### src/rtl/fifo_lane_unpacker_if.sv
// Handshake bundle between the CDC FIFO peek port, the lane unpacker and the lane sink.
// The unpacker sits on the slave side; the FIFO/sink environment drives the master side.
interface fifo_lane_unpacker_if #(
  parameter int DataWidth = 32,
  parameter int LaneWidth = 8
);
  logic                 DataValid_In;
  logic [DataWidth-1:0] DataIn;
  logic                 Deq_Out;
  logic                 Flush;
  logic                 LaneValid;
  logic                 LaneReady;
  logic [LaneWidth-1:0] LaneData;
  logic                 LaneFirst;
  logic                 LaneLast;
  logic [15:0]          WordCount;

  modport master (
    output DataValid_In, DataIn, Flush, LaneReady,
    input  Deq_Out, LaneValid, LaneData, LaneFirst, LaneLast, WordCount
  );

  modport slave (
    input  DataValid_In, DataIn, Flush, LaneReady,
    output Deq_Out, LaneValid, LaneData, LaneFirst, LaneLast, WordCount
  );
endinterface

### src/rtl/fifo_lane_unpacker.sv
// Dequeues wide FIFO words and replays them as narrow lanes on a valid/ready stream,
// one lane per cycle with the next word loaded on the last-lane handshake.

module fifo_lane_unpacker_lane #(
  parameter int LaneWidth = 8,
  parameter int IdxW      = 2,
  parameter int Index     = 0
) (
  input  logic [LaneWidth-1:0] slice_i,
  input  logic [IdxW-1:0]      sel_i,
  input  logic                 en_i,
  output logic [LaneWidth-1:0] lane_o
);
  assign lane_o = (en_i && (sel_i == IdxW'(Index))) ? slice_i : '0;
endmodule

module fifo_lane_unpacker #(
  parameter int DataWidth = 32,
  parameter int LaneWidth = 8,
  parameter bit MsbFirst  = 1'b0
) (
  input  logic                 clk,
  input  logic                 rst_n,
  fifo_lane_unpacker_if.slave  bus
);
  localparam int Ratio = DataWidth / LaneWidth;
  localparam int IdxW  = (Ratio > 1) ? $clog2(Ratio) : 1;
  localparam logic [IdxW-1:0] LastIdx = IdxW'(Ratio - 1);

  if ((DataWidth % LaneWidth) != 0) begin : g_bad_width
    $error("fifo_lane_unpacker: DataWidth must be a multiple of LaneWidth");
  end
  if (Ratio < 2) begin : g_bad_ratio
    $error("fifo_lane_unpacker: DataWidth/LaneWidth must be at least 2");
  end

  typedef enum logic {EMPTY = 1'b0, HOLD = 1'b1} state_e;

  state_e                         state_q, state_d;
  logic [Ratio-1:0][LaneWidth-1:0] word_q, word_d;
  logic [IdxW-1:0]                idx_q, idx_d, sel_d;
  logic [15:0]                    cnt_q, cnt_d;
  logic [LaneWidth-1:0]           data_q, data_d;
  logic                           first_q, first_d, last_q, last_d;
  logic                           loaded, hold_d, last_hs, load_en;
  logic [Ratio-1:0][LaneWidth-1:0] lane_pick;

  assign loaded = (state_q == HOLD);

  // Flush wins over load, lane advance and word counting.
  always_comb begin
    last_hs = loaded & bus.LaneReady & (idx_q == LastIdx);
    load_en = bus.DataValid_In & ~bus.Flush & (~loaded | last_hs);
    state_d = state_q;
    word_d  = word_q;
    idx_d   = idx_q;
    cnt_d   = cnt_q;
    if (bus.Flush) begin
      state_d = EMPTY;
      idx_d   = '0;
    end else begin
      if (load_en) begin
        word_d  = bus.DataIn;
        state_d = HOLD;
        idx_d   = '0;
      end else if (last_hs) begin
        state_d = EMPTY;
        idx_d   = '0;
      end else if (loaded & bus.LaneReady) begin
        idx_d = idx_q + 1'b1;
      end
      if (last_hs) cnt_d = cnt_q + 16'd1;
    end
  end

  // Lane outputs are registered from next-state so a stalled lane stays put for free.
  always_comb begin
    hold_d  = (state_d == HOLD);
    sel_d   = MsbFirst ? (LastIdx - idx_d) : idx_d;
    first_d = hold_d & (idx_d == '0);
    last_d  = hold_d & (idx_d == LastIdx);
  end

  for (genvar i = 0; i < Ratio; i++) begin : g_lane
    fifo_lane_unpacker_lane #(
      .LaneWidth (LaneWidth),
      .IdxW      (IdxW),
      .Index     (i)
    ) u_lane (
      .slice_i (word_d[i]),
      .sel_i   (sel_d),
      .en_i    (hold_d),
      .lane_o  (lane_pick[i])
    );
  end

  always_comb begin
    data_d = '0;
    for (int i = 0; i < Ratio; i++) data_d = data_d | lane_pick[i];
  end

  always_ff @(posedge clk or negedge rst_n) begin
    if (!rst_n) begin
      state_q <= EMPTY;
      word_q  <= '0;
      idx_q   <= '0;
      cnt_q   <= '0;
      data_q  <= '0;
      first_q <= 1'b0;
      last_q  <= 1'b0;
    end else begin
      state_q <= state_d;
      word_q  <= word_d;
      idx_q   <= idx_d;
      cnt_q   <= cnt_d;
      data_q  <= data_d;
      first_q <= first_d;
      last_q  <= last_d;
    end
  end

  assign bus.Deq_Out   = load_en & rst_n;
  assign bus.LaneValid = loaded;
  assign bus.LaneData  = data_q;
  assign bus.LaneFirst = first_q;
  assign bus.LaneLast  = last_q;
  assign bus.WordCount = cnt_q;
endmodule
### src/flat_wrapper.sv
// flat-port wrapper written by rule: the top's interface ports become plain ports
module fifo_lane_unpacker_flat 
#(
  parameter int DataWidth = 32,
  parameter int LaneWidth = 8,
  parameter bit MsbFirst  = 1'b0
)
  (clk, rst_n, bus_DataValid_In, bus_DataIn, bus_Flush, bus_LaneReady, bus_Deq_Out, bus_LaneValid, bus_LaneData, bus_LaneFirst, bus_LaneLast, bus_WordCount);
  fifo_lane_unpacker_if #(.DataWidth(DataWidth), .LaneWidth(LaneWidth)) bus_i ();
  input  logic clk;
  input  logic rst_n;
  input wire logic [$bits(bus_i.DataValid_In)-1:0] bus_DataValid_In;
  input wire logic [$bits(bus_i.DataIn)-1:0] bus_DataIn;
  input wire logic [$bits(bus_i.Flush)-1:0] bus_Flush;
  input wire logic [$bits(bus_i.LaneReady)-1:0] bus_LaneReady;
  output wire logic [$bits(bus_i.Deq_Out)-1:0] bus_Deq_Out;
  output wire logic [$bits(bus_i.LaneValid)-1:0] bus_LaneValid;
  output wire logic [$bits(bus_i.LaneData)-1:0] bus_LaneData;
  output wire logic [$bits(bus_i.LaneFirst)-1:0] bus_LaneFirst;
  output wire logic [$bits(bus_i.LaneLast)-1:0] bus_LaneLast;
  output wire logic [$bits(bus_i.WordCount)-1:0] bus_WordCount;
  assign bus_i.DataValid_In = bus_DataValid_In;
  assign bus_i.DataIn = bus_DataIn;
  assign bus_i.Flush = bus_Flush;
  assign bus_i.LaneReady = bus_LaneReady;
  assign bus_Deq_Out = bus_i.Deq_Out;
  assign bus_LaneValid = bus_i.LaneValid;
  assign bus_LaneData = bus_i.LaneData;
  assign bus_LaneFirst = bus_i.LaneFirst;
  assign bus_LaneLast = bus_i.LaneLast;
  assign bus_WordCount = bus_i.WordCount;
  fifo_lane_unpacker #(.DataWidth(DataWidth), .LaneWidth(LaneWidth), .MsbFirst(MsbFirst)) u_core (.clk(clk), .rst_n(rst_n), .bus(bus_i));
endmodule
### config.mk
export PLATFORM = sky130hd
export DESIGN_NAME = fifo_lane_unpacker_flat
export DESIGN_NICKNAME = d
export VERILOG_FILES = /design/src/rtl/fifo_lane_unpacker_if.sv /design/src/rtl/fifo_lane_unpacker.sv /design/src/flat_wrapper.sv
export SDC_FILE = /design/constraint.sdc
export NUM_CORES = 1
export LEC_CHECK = 0
export ABC_AREA = 1
export CORE_UTILIZATION = 35
export CTS_CLUSTER_SIZE = 16
export DETAILED_ROUTE_END_ITERATION = 10
export PLACE_DENSITY = 0.59
export SLEW_MARGIN = 20
export SYNTH_ARGS = -nofsm -noshare
export SYNTH_HDL_FRONTEND = slang
export SYNTH_SLANG_ARGS = --single-unit
### constraint.sdc
create_clock -name clk -period 2.94 [get_ports clk]
set_input_delay 0.882 -clock clk [delete_from_list [all_inputs] [get_ports clk]]
set_output_delay 0.882 -clock clk [all_outputs]
set_load 0.05 [all_outputs]
==> reports/metrics.yaml <==
setup_path:
  end_kind: "output pin"
  ff2ff_setup_slack_ns: 0.94
  cp.arrival_ns: 1.92
  path_class: "in -> out"
  critPathCapture: "bus_Deq_Out"
  rr_endpoint: "u_core.bus.LaneData[3]"
  critPathLaunch: "bus_DataValid_In"
  required_ns: 2.06
  r2r_cells: 8
  worstPathMaxFanout: 2
  worstReg2RegStart: "u_core.idx_q[0]"
  worstSetupStartpointType: "input port"
clock_network:
  cts_tree: "built"
  insertion_delay_ns: 0.33
  clock_tree.root_cell: "clkbuf_8"
  numCtsBuffers: 9
  htreeDepth: 3
  cts.clk_slew.worst_paths_ns: 0.06
  postCtsHoldBufs: 0
  tritoncts_num_sinks: 61
  cts_buffer_depth: 2
finish:
  nNetsFinal: 474
  diodes: 0
  syn_to_final_growth_pct: 31.9
  layout_commonest_cell: "nand2_1"
  multi_input_area_um2: 1190
  drive_above_1_share: 0.0955
  layout_common_cells: "nand2_1, clkdlybuf4s50_1, dfrtp_1"
  seqCellArea_um2: 1530
  final_util: 0.478
  fillers: 832
yosys:
  yosys_warnings: 0
  synth_fp_nets: 398
  synth_cells: 359
  seq_area_frac_synth: 0.510
  ys_ff_latch: 61
  mappedNetlistArea_um2: 2990
  netlist-cell-type-count: 23
  postSynthAreaPerCell_um2: 8.34
routing:
  firstDrtPassIters: 4
  drt_iter0_drc: 91
  vias_per_cell: 4.57
  routedWlPerCell_um: 12.7
  ant_nets: 0
  wl_mm: 6.93
  drc: 0
  vias: 2491
timing:
  worst_pin_slew_ns: 0.770
  fin_skew_ns: 0.00784
  finalCritPeriodShare: 0.953
  setup_tns_ns: 0
  setup_ws_ns: 0.140
  rsz0062_at_grt: "false"
  period_minus_slack_ns: 2.80
  slew-limit-headroom: 0.487
  hold_viol_final: 0
  slew_violations: 0
  finalSetupViolations: 0
  fmax_ghz: 0.357
  whs_ns: 0.468
power_and_ir_drop:
  peakVddDrop_v: 0.000291
  leakage_nw: 2.02
  power_density_nw_per_um2: 491
  power_mw: 1.94
outcome:
  status: "complete, no violations"
floorplan:
  dieArea_um2: 8930
  start_util: 0.363
  coreArea_um2: 8260
  rows: 33
  ios: 65
  die_width_um: 94.5
  die_h_um: 94.5
placed_design:
  io_buffer_count: 64
  dp_hpwl_mm: 4.77
  dp_slack_ns: 0.00474
  place.gp.congestion: 0.821
global_routing:
  overflow: 0
  grt_max_degree: 62
  track_usage: 0.173
  grt_pass1_vias: 2433
  antenna_found_initial: 0
  grt_pass1_wl_mm: 11.6
run:
  max_cap_viol_count: 0
min_path:
  hp-class: "reg -> reg"
## per-stage QoR
step	instances	instance area, um^2
after detailed placement	529	3770
after CTS	545	3950
final	545	3950
after global routing	545	3950
after global placement	529	3770
after floorplan	359	2990
## worst min path at each step
stage                           from               end  cells after the start
floorplan           u_core.word_q[0]  u_core.word_q[0]                      2
global placement    u_core.word_q[3]  u_core.word_q[3]                      2
detailed placement  u_core.word_q[5]  u_core.word_q[5]                      2
CTS                 u_core.word_q[5]  u_core.word_q[5]                      2
global route        u_core.word_q[4]  u_core.word_q[4]                      2
finish              u_core.word_q[5]  u_core.word_q[5]                      2
## registers in the layout, indices dropped and copies added (netlist names)
register / flops
u_core.word_q: 32
u_core.bus.WordCount: 16
u_core.bus.LaneData: 8
u_core.idx_q: 2
u_core.bus.LaneFirst: 1
u_core.bus.LaneLast: 1
u_core.bus.LaneValid: 1
## synth_stat cells
| cell type | count | area share |
|---|---|---|
| nor3_1 | 3 | 0.0050 |
| a21oi_4 | 1 | 0.0054 |
| nand4_1 | 12 | 0.025 |
| xor2_1 | 7 | 0.020 |
| dfrtp_1 | 61 | 0.51 |
| buf_6 | 3 | 0.011 |
| buf_2 | 2 | 0.0033 |
| nand2_4 | 3 | 0.011 |
| nand3_1 | 28 | 0.047 |
| inv_1 | 51 | 0.064 |
| nand3_4 | 1 | 0.0059 |
| nand2_1 | 112 | 0.14 |
| nor2_2 | 2 | 0.0042 |
| nor3_2 | 1 | 0.0033 |
| inv_2 | 5 | 0.0063 |
| buf_4 | 3 | 0.0075 |
| nand3_2 | 1 | 0.0033 |
| nand4_2 | 1 | 0.0042 |
| nand3b_1 | 17 | 0.043 |
| ha_1 | 2 | 0.0084 |
| nor2_1 | 34 | 0.043 |
| xnor2_1 | 6 | 0.018 |
| nor2_4 | 3 | 0.011 |
## cell families after synthesis
logic type	count (synthesis)	share of synthesized area
flip-flops	61	0.510
buffers and inverters	64	0.0924
adder cells (fa/ha/maj)	2	0.00836
XOR/XNOR	13	0.0380
AO/OA/AOI/OAI	1	0.00543
AND/OR/NAND/NOR	218	0.346
## critical path, stage by stage
cell and delay, ns:
clkdlybuf4s50_1 0.45, inv_1 0.07, nor2_4 0.13, nand2_4 0.07
nor2_2 0.15, buf_12 0.16
## report_power, final
| group | leakage [nW] | switching [mW] | internal (mW) |
|---|---|---|---|
| logic | 1.18 | 0.199 | 0.130 |
| registers | 0.755 | 0.0278 | 0.923 |
| clock network | 0.0877 | 0.308 | 0.352 |
| total | 2.02 | 0.535 | 1.41 |
## routing by layer
metal  global-route usage  routed length, um  share of wire  vias to the layer above
li1                     -                  -              -                     1266
met1                0.226               3210           0.46                     1130
met2                0.275               3210           0.46                       83
met3               0.0427                341          0.049                       12
met4               0.0682                167          0.024                        0
met5                    0                  0              0                        -
## cell type report
| class | instances | share of cell area |
|---|---|---|
| clock buffers | 15 | 0.0421 |
| clock inverters | 1 | 0.00127 |
| inverters | 56 | 0.0532 |
| multi-input cells | 234 | 0.302 |
| flip-flops and latches | 61 | 0.387 |
| well taps | 105 | 0.0333 |
| repair buffers | 73 | 0.181 |
## repair_timing
item                                    4_1_cts  5_1_grt
pin swaps                                     0        0
buffers inserted                              0        0
endpoints found under the setup margin        1        1
gates resized for setup                       1        1
No activity file was read; power rests on OpenSTA's default activity.
